`src/rtl/regfile_pkg.sv`:
```
// regfile_pkg: shared widths, register index type and writeback-source enum
// for the register-file writeback path.
package regfile_pkg;
    localparam int DATA_W   = 8;
    localparam int ADDR_W   = 2;
    localparam int NUM_REGS = 2 ** ADDR_W;
    typedef logic [ADDR_W-1:0] reg_idx_t;
    typedef enum logic {SRC_ALU = 1'b0, SRC_LD = 1'b1} wb_src_t;
endpackage

```
`src/rtl/rr_arb2.sv`:
```
// rr_arb2: two-input round-robin grant, req[0]=ALU, req[1]=LD.
// Each grant looks only at the other request, so a ready never depends on its own valid.
module rr_arb2
    import regfile_pkg::*;
(
    input  logic [1:0] req_i,
    input  wb_src_t    rr_i,
    output logic [1:0] gnt_o
);
    assign gnt_o[0] = !req_i[1] || rr_i == SRC_ALU;
    assign gnt_o[1] = !req_i[0] || rr_i == SRC_LD;
endmodule

```
`src/rtl/regfile_wb_arbiter.sv`:
```
// regfile_wb_arbiter: shares the register-file write port between ALU and load writeback,
// registers the winning write and tracks per-register busy bits for decode stalls.
module regfile_wb_arbiter
    import regfile_pkg::*;
#(
    parameter int  DATA_W   = regfile_pkg::DATA_W,
    parameter int  ADDR_W   = regfile_pkg::ADDR_W,
    parameter bit  RR_INIT  = 1'b0,
    localparam int NUM_REGS = 2 ** ADDR_W
) (
    input  logic                CLK,
    input  logic                RST_N,
    input  logic                alu_valid,
    input  logic [ADDR_W-1:0]   alu_reg,
    input  logic [DATA_W-1:0]   alu_data,
    output logic                alu_ready,
    input  logic                ld_valid,
    input  logic [ADDR_W-1:0]   ld_reg,
    input  logic [DATA_W-1:0]   ld_data,
    output logic                ld_ready,
    input  logic                mark_valid,
    input  logic [ADDR_W-1:0]   mark_reg,
    output logic [NUM_REGS-1:0] busy,
    output logic                isWrite,
    output logic [ADDR_W-1:0]   writeReg,
    output logic [DATA_W-1:0]   writeData
);
    logic [1:0]          gnt;
    logic                alu_xfer, ld_xfer;
    wb_src_t             rr_q, rr_d;
    logic                is_write_q;
    logic [ADDR_W-1:0]   write_reg_q, write_reg_d;
    logic [DATA_W-1:0]   write_data_q, write_data_d;
    logic [NUM_REGS-1:0] busy_q, busy_d;

    rr_arb2 u_arb (
        .req_i({ld_valid, alu_valid}),
        .rr_i (rr_q),
        .gnt_o(gnt)
    );

    assign alu_ready = gnt[0];
    assign ld_ready  = gnt[1];
    assign alu_xfer  = alu_valid && gnt[0];
    assign ld_xfer   = ld_valid && gnt[1];

    always_comb begin
        rr_d         = alu_xfer ? SRC_LD : ld_xfer ? SRC_ALU : rr_q;
        write_reg_d  = alu_xfer ? alu_reg : ld_xfer ? ld_reg : write_reg_q;
        write_data_d = alu_xfer ? alu_data : ld_xfer ? ld_data : write_data_q;
        busy_d       = '0;
        // A new mark wins over the clear from the write committing this edge.
        for (int i = 0; i < NUM_REGS; i++)
            busy_d[i] = (mark_valid && mark_reg == ADDR_W'(i)) ||
                        (busy_q[i] && !(is_write_q && write_reg_q == ADDR_W'(i)));
    end

    always_ff @(posedge CLK or negedge RST_N) begin
        if (!RST_N) begin
            rr_q         <= wb_src_t'(RR_INIT);
            is_write_q   <= 1'b0;
            write_reg_q  <= '0;
            write_data_q <= '0;
            busy_q       <= '0;
        end else begin
            rr_q         <= rr_d;
            is_write_q   <= alu_xfer || ld_xfer;
            write_reg_q  <= write_reg_d;
            write_data_q <= write_data_d;
            busy_q       <= busy_d;
        end
    end

    assign isWrite   = is_write_q;
    assign writeReg  = write_reg_q;
    assign writeData = write_data_q;
    assign busy      = busy_q;
endmodule

```
`config.mk`:
```
export PLATFORM = sky130hd
export DESIGN_NAME = regfile_wb_arbiter
export DESIGN_NICKNAME = d
export VERILOG_FILES = /design/src/rtl/regfile_pkg.sv /design/src/rtl/rr_arb2.sv /design/src/rtl/regfile_wb_arbiter.sv
export SDC_FILE = /design/constraint.sdc
export NUM_CORES = 1
export LEC_CHECK = 0
export BUFFER_PORTS_ARGS = -buffer_cell sky130_fd_sc_hd__buf_4
export CELL_PAD_IN_SITES_DETAIL_PLACEMENT = 0
export CELL_PAD_IN_SITES_GLOBAL_PLACEMENT = 1
export CORE_ASPECT_RATIO = 1.25
export CORE_MARGIN = 2
export CORE_UTILIZATION = 35
export DETAILED_ROUTE_END_ITERATION = 10
export PLACE_DENSITY = 0.8
export SYNTH_ARGS = -nofsm -noshare
export SYNTH_HDL_FRONTEND = slang
export SYNTH_HIERARCHICAL = 1
export SYNTH_SLANG_ARGS = --single-unit
```
`constraint.sdc`:
```
create_clock -name CLK -period 1.9 [get_ports CLK]
set_clock_uncertainty 0.05 [all_clocks]
set_input_delay 0.19 -clock CLK [delete_from_list [all_inputs] [get_ports CLK]]
set_output_delay 0.19 -clock CLK [all_outputs]
set_load 0.01 [all_outputs]
```
==> flow_metrics.py, run 1 <==
metrics = {
    "min_path": {
        "hold_path_class": "in2reg",
        "hp-start": "mark_reg[0]",
    },
    "cts": {
        "htree_num_levels": 1,
        "clockRootBuffer": "clkbuf_4",
        "cts_buffer_depth": 2,
        "cts_tree": "built",
        "cts_buffers": 3,
        "path_clk_slew_ns": 0.09,
        "postCtsSetupRepairBufs": 0,
        "cts.sinks": 16,
        "clock_latency_ns": 0.28,
    },
    "sta": {
        "min_period_ns": 1.59,
        "finalCritPeriodShare_pct": 83.6,
        "max_freq_mhz": 629,
        "tightest_slew_ns": 0.453,
        "hold_viol": 0,
        "relSlewSlack_pct": 69.8,
        "rsz0062_at_grt": "no",
        "setup_tns_ns": 0,
        "drv_slew": 0,
        "finalSetupViolations": 0,
    },
    "worst_setup_path": {
        "arrival_ns": 1.68,
        "crit_type": "reg2reg",
        "critPathBufInv": 0,
        "r2r_start": "rr_q$_DFFE_PN0P_",
        "crit_slowest_cell": "a22o_1",
        "worstSetupStartpointType": "register",
        "startpoint": "rr_q$_DFFE_PN0P_",
        "cp_max_fo": 13,
        "worstPathRequired_ns": 1.99,
        "cp_top_family": "compound AO/OA/AOI/OAI gates",
        "slowest_delay_ns": 0.48,
        "end_kind": "register",
        "worstPathCellList": "nand2b_1 -> a22o_1 -> a31oi_1",
    },
    "floorplanning": {
        "die_h_um": 59.8,
        "start_util_pct": 36.3,
        "fp.dieW_um": 48.6,
        "fp.coreArea_mm2": 0.00240,
        "ios": 44,
        "die_area_mm2": 0.00291,
        "num_rows": 20,
    },
    "drt": {
        "drt-total-wl_um": 2070,
        "postRouteAntennaNets": 0,
        "drt_iter0_markers": 13,
        "wl_met3_um": 162,
        "wl_met2_um": 1060,
        "first_pass_iters": 4,
        "top_layer": "met3",
        "vias_per_cell": 5.29,
        "num_vias": 825,
        "post_drt_wl_per_cell_um": 13.3,
        "drt-met1-wl_um": 848,
        "drc": 0,
    },
    "placement": {
        "placed_area_mm2": 0.00119,
        "dp_hpwl_um": 1530,
        "gp_congestion": 0.696,
        "io_buffers": 43,
    },
    "pwr": {
        "p_leak_nw": 0.578,
        "pwr_density_cell_mw_per_mm2": 837,
        "peakVddDrop_uv": 375,
    },
    "logic_synthesis": {
        "synth_area_um2": 872,
        "yosys_warnings": 6,
        "syn_inst": 82,
        "synth_seq_cells": 16,
        "syn_avg_cell_area_um2": 10.6,
        "synth.net_count": 109,
        "ys_types": 17,
        "seq_area_frac_synth_pct": 45.9,
    },
    "grt": {
        "antenna_found_initial": 0,
        "grt_pass1_vias": 789,
        "grt_first_pass_wirelength_um": 3400,
        "grt_overflow": 0,
        "grtUsageTotal_pct": 15.4,
        "grt_max_degree": 34,
    },
    "flow_run": {
        "maxCapViolCount": 0,
    },
    "cells_and_area": {
        "multiInputGateArea_um2": 402,
        "drive_gt1_share_pct": 40.7,
        "num_antenna_cells": 0,
        "final_common_cell": "buf_4",
        "syn2layout_area_growth_pct": 41.6,
        "final_cell_mix": "45 x buf_4, 16 x dfrtp_1, 11 x nand3_1",
        "fillers": 261,
        "final_area_mm2": 0.00123,
        "finalNetCount": 151,
        "seqCellArea_um2": 400,
    },
    "run_status": {
        "status": "finished clean",
    },
}
area by class of cell:
| cell class | count | share of cell area (%) |
|---|---|---|
| multi-input combinational | 55 | 32.5 |
| clock buffer | 4 | 2.94 |
| timing repair buffer | 46 | 28.2 |
| sequential | 16 | 32.4 |
| inverter | 2 | 0.608 |
| tap | 33 | 3.34 |
where the power goes:
part	switching (mW)	internal (mW)
sequential	0.0501	0.409
combinational	0.158	0.196
clock	0.103	0.117
logic make-up (layout without fill, tap and decap cells):
kind of cell | count (synthesis) | in the layout | synth area share (%)
flip-flops | 16 | 16 | 45.9
AO/OA/AOI/OAI | 36 | 36 | 34.4
buffers and inverters | 11 | 52 | 8.03
AND/OR/NAND/NOR | 19 | 19 | 11.6
state kept, by name (all words and copies together), names as in the netlist:
signal,count
writeData,8
isWrite,1
rr_q,1
writeReg,2
busy,4
Yosys cell counts:
cell type | instances | area (µm²)
o22ai_1 | 1 | 6.26
a22o_1 | 2 | 17.5
dfrtp_1 | 16 | 400
a21bo_1 | 9 | 90.1
a221oi_1 | 10 | 87.6
o2bb2ai_1 | 3 | 26.3
nand2b_1 | 2 | 12.5
buf_6 | 2 | 22.5
a31oi_1 | 10 | 62.6
buf_2 | 5 | 25.0
nor3b_1 | 1 | 7.51
buf_4 | 2 | 15.0
inv_1 | 2 | 7.51
nand3b_1 | 2 | 15.0
nand3_1 | 11 | 55.1
a21bo_2 | 1 | 10.0
nand2_1 | 3 | 11.3
worst paths after layout:
path	end	slack, ns	depth (start not counted)
max in group asynchronous	rr_q$_DFFE_PN0P_	1.38	2
worst max register to register	writeData[6]$_DFFE_PN0P_	0.31	3
worst min-delay path	busy[2]$_DFF_PN0_	0.03	2
worst max-delay path	writeData[6]$_DFFE_PN0P_	0.31	3
worst min register to register	busy[1]$_DFF_PN0_	0.45	1
min in group asynchronous	busy[1]$_DFF_PN0_	0.24	2
routing by layer:
metal  up-vias  global-route usage (%)
met3         0                    3.25
met4         0                    6.12
met2        34                    28.2
met5         -                       0
met1       384                    17.6
li1        407                       -
repair_timing:
action	CTS	global route
hold buffers	1	0
endpoints found under the hold margin	16	0
setup endpoints to repair	0	0
gates resized for setup	0	0
stage by stage:
stage	setup slack (ns)	power [mW]	cells	util, %	hold slack, ns
floorplan	0.644	0.641	82	-	-0.156
global placement	0.343	0.814	151	49.5	0.00813
detailed placement	0.281	0.822	151	49.5	0.00711
CTS	0.317	1.05	156	51.4	0.0184
global route	0.169	1.11	156	51.4	0.0255
finish	0.311	1.03	156	51.4	0.0341
No activity file was read; power rests on OpenSTA's default activity.
==> run 2: changes to the inputs <==
- CORE_UTILIZATION: 35 -> 29
- PLACE_DENSITY: 0.8 -> 0.71
- clock period: 1.9 -> 1.3 ns (I/O delays scaled with it)
==> run 2 against run 1 <==
Net effect: critical endpoint is now alu_ready; critical path type is now reg2out; design area is 9.4% higher; critical path depth stayed put; utilization is 4.7 points lower; the flow now finishes with violations (setup timing).
==> flow_metrics.py, run 2 (synthesis results as in run 1) <==
metrics = {
    "sta": {
        "setup_tns_ns": -0.0126,
        "holdWs_ns": 0.0758,
        "hold_viol": 0,
        "drv_slew": 0,
        "rsz0062_at_grt": "yes",
        "max_freq_mhz": 762,
        "relSlewSlack_pct": 80.7,
        "finalSetupViolations": 1,
        "finalCritPeriodShare_pct": 101,
        "tightest_slew_ns": 0.289,
        "finalWorstSetupSlack_ns": -0.0126,
        "min_period_ns": 1.31,
    },
    "drt": {
        "postRouteAntennaNets": 0,
        "post_drt_wl_per_cell_um": 13.8,
        "drt-total-wl_um": 2260,
        "drc": 0,
        "vias_per_cell": 5.25,
        "drt_iter0_markers": 11,
        "num_vias": 855,
        "first_pass_iters": 4,
    },
    "cts": {
        "clock_latency_ns": 0.27,
        "cts.sinks": 16,
        "htree_num_levels": 1,
        "path_clk_slew_ns": 0.09,
        "cts_buffers": 3,
        "cts_buffer_depth": 2,
        "postCtsSetupRepairBufs": 0,
        "clockRootBuffer": "clkbuf_4",
        "cts_tree": "built",
    },
    "grt": {
        "grtUsageTotal_pct": 13.8,
        "grt_first_pass_wirelength_um": 3670,
        "grt_pass1_vias": 852,
        "antenna_found_initial": 0,
        "grt_overflow": 0,
        "grt_max_degree": 26,
    },
    "cells_and_area": {
        "drive_gt1_share_pct": 49.6,
        "num_antenna_cells": 0,
        "fillers": 294,
        "final_area_mm2": 0.00135,
        "final_common_cell": "buf_4",
        "layoutNonFillerInstCount": 163,
        "largest_reg_flops": 8,
        "final_util_pct": 46.8,
        "syn2layout_area_growth_pct": 55.0,
        "finalNetCount": 156,
        "final_cell_mix": "47 x buf_4, 16 x dfrtp_1, 11 x nand3_1",
    },
    "worst_setup_path": {
        "arrival_ns": 1.13,
        "cp_max_fo": 7,
        "crit_type": "reg2out",
        "worstSetupStartpointType": "register",
        "worstPathRequired_ns": 1.12,
        "end_kind": "primary output",
    },
    "floorplanning": {
        "fp.coreArea_mm2": 0.00289,
        "die_area_mm2": 0.00346,
        "num_rows": 22,
        "fp.dieW_um": 53.1,
        "start_util_pct": 30.2,
        "ios": 44,
        "die_h_um": 65.3,
    },
    "pwr": {
        "totalPowerFinal_mw": 1.52,
        "p_comb_share_pct": 38.8,
        "clockPowerShare_pct": 16.4,
        "peakVddDrop_uv": 562,
        "pwr_density_cell_mw_per_mm2": 1120,
        "swShare_pct": 31.8,
        "p_leak_nw": 0.622,
        "p_int_mw": 1.03,
        "seqPwrFrac_pct": 44.8,
        "p_sw_mw": 0.482,
    },
    "flow_run": {
        "maxCapViolCount": 0,
    },
    "placement": {
        "pre_cts_ws_ns": -0.0958,
        "dp_hpwl_um": 1700,
        "gp_congestion": 0.754,
        "placed_area_mm2": 0.00124,
        "post-place-cells": 159,
        "io_buffers": 43,
    },
    "run_status": {
        "status": "complete, but fails checks",
        "violations": "setup timing",
    },
    "min_path": {
        "hold_path_class": "in2reg",
    },
}
-- run 2: changes by cell type in the layout (fill, tap and decap cells not counted) --
| cell | previous run | this run |
|---|---|---|
| dlygate4sd3_1 | 1 | 2 |
| nand2_2 | 0 | 1 |
| a221oi_4 | 0 | 1 |
| nand2b_4 | 0 | 1 |
| nand2b_1 | 2 | 1 |
| nand2_1 | 3 | 2 |
| buf_8 | 0 | 1 |
| clkbuf_8 | 1 | 0 |
| buf_12 | 0 | 1 |
| a221oi_2 | 0 | 6 |
| a22o_1 | 2 | 1 |
| a221oi_1 | 10 | 3 |
| buf_4 | 45 | 47 |
| a22o_2 | 0 | 1 |
-- run 2: layout make-up --
class	instances	area, µm²	share of cell area, %
Sequential cell	16	400	29.6
Timing Repair Buffer	51	408	30.2
Tap cell	36	45.0	3.33
Multi-Input combinational cell	55	468	34.6
Inverter	2	7.51	0.556
Clock buffer	3	22.5	1.67
-- run 2: critical path: stages, from the launching register on --
cell and delay [ns]:
dfrtp_1 0.41, nand2_2 0.14, buf_4 0.18, buf_4 0.14
-- run 2: power groups by stage --
| stage | Sequential [mW] | Combinational [mW] | Clock, mW |
|---|---|---|---|
| finish | 0.680 | 0.589 | 0.249 |
| detailed placement | 0.680 | 0.556 | 0 |
| floorplan | 0.715 | 0.221 | 0 |
| global route | 0.696 | 0.646 | 0.281 |
| CTS | 0.674 | 0.567 | 0.257 |
| global placement | 0.680 | 0.544 | 0 |
-- run 2: per-layer routing --
metal | global-route usage [%] | part of all wire, %
met4 | 4.17 | 0
met1 | 16.7 | 43
met5 | 0 | 0
met2 | 23.9 | 49
met3 | 2.95 | 7.2
-- run 2: final timing paths --
| path | from | to | slack (ns) | cells past startpoint |
|---|---|---|---|---|
| min in group asynchronous | RST_N | busy[2]$_DFF_PN0_ | 0.19 | 2 |
| min | alu_data[2] | writeData[2]$_DFFE_PN0P_ | 0.08 | 3 |
| max reg2reg | rr_q$_DFFE_PN0P_ | writeData[1]$_DFFE_PN0P_ | 0.02 | 4 |
| max | rr_q$_DFFE_PN0P_ | alu_ready | -0.01 | 3 |
| min reg2reg | busy[3]$_DFF_PN0_ | busy[3]$_DFF_PN0_ | 0.45 | 1 |
| max in group asynchronous | RST_N | isWrite$_DFF_PN0_ | 0.83 | 2 |
-- run 2: timing repair --
item	in CTS	in global routing
resized for setup	4	9
pin swaps	0	1
hold endpoints to repair	17	0
hold buffers	2	0
endpoints found under the setup margin	12	8
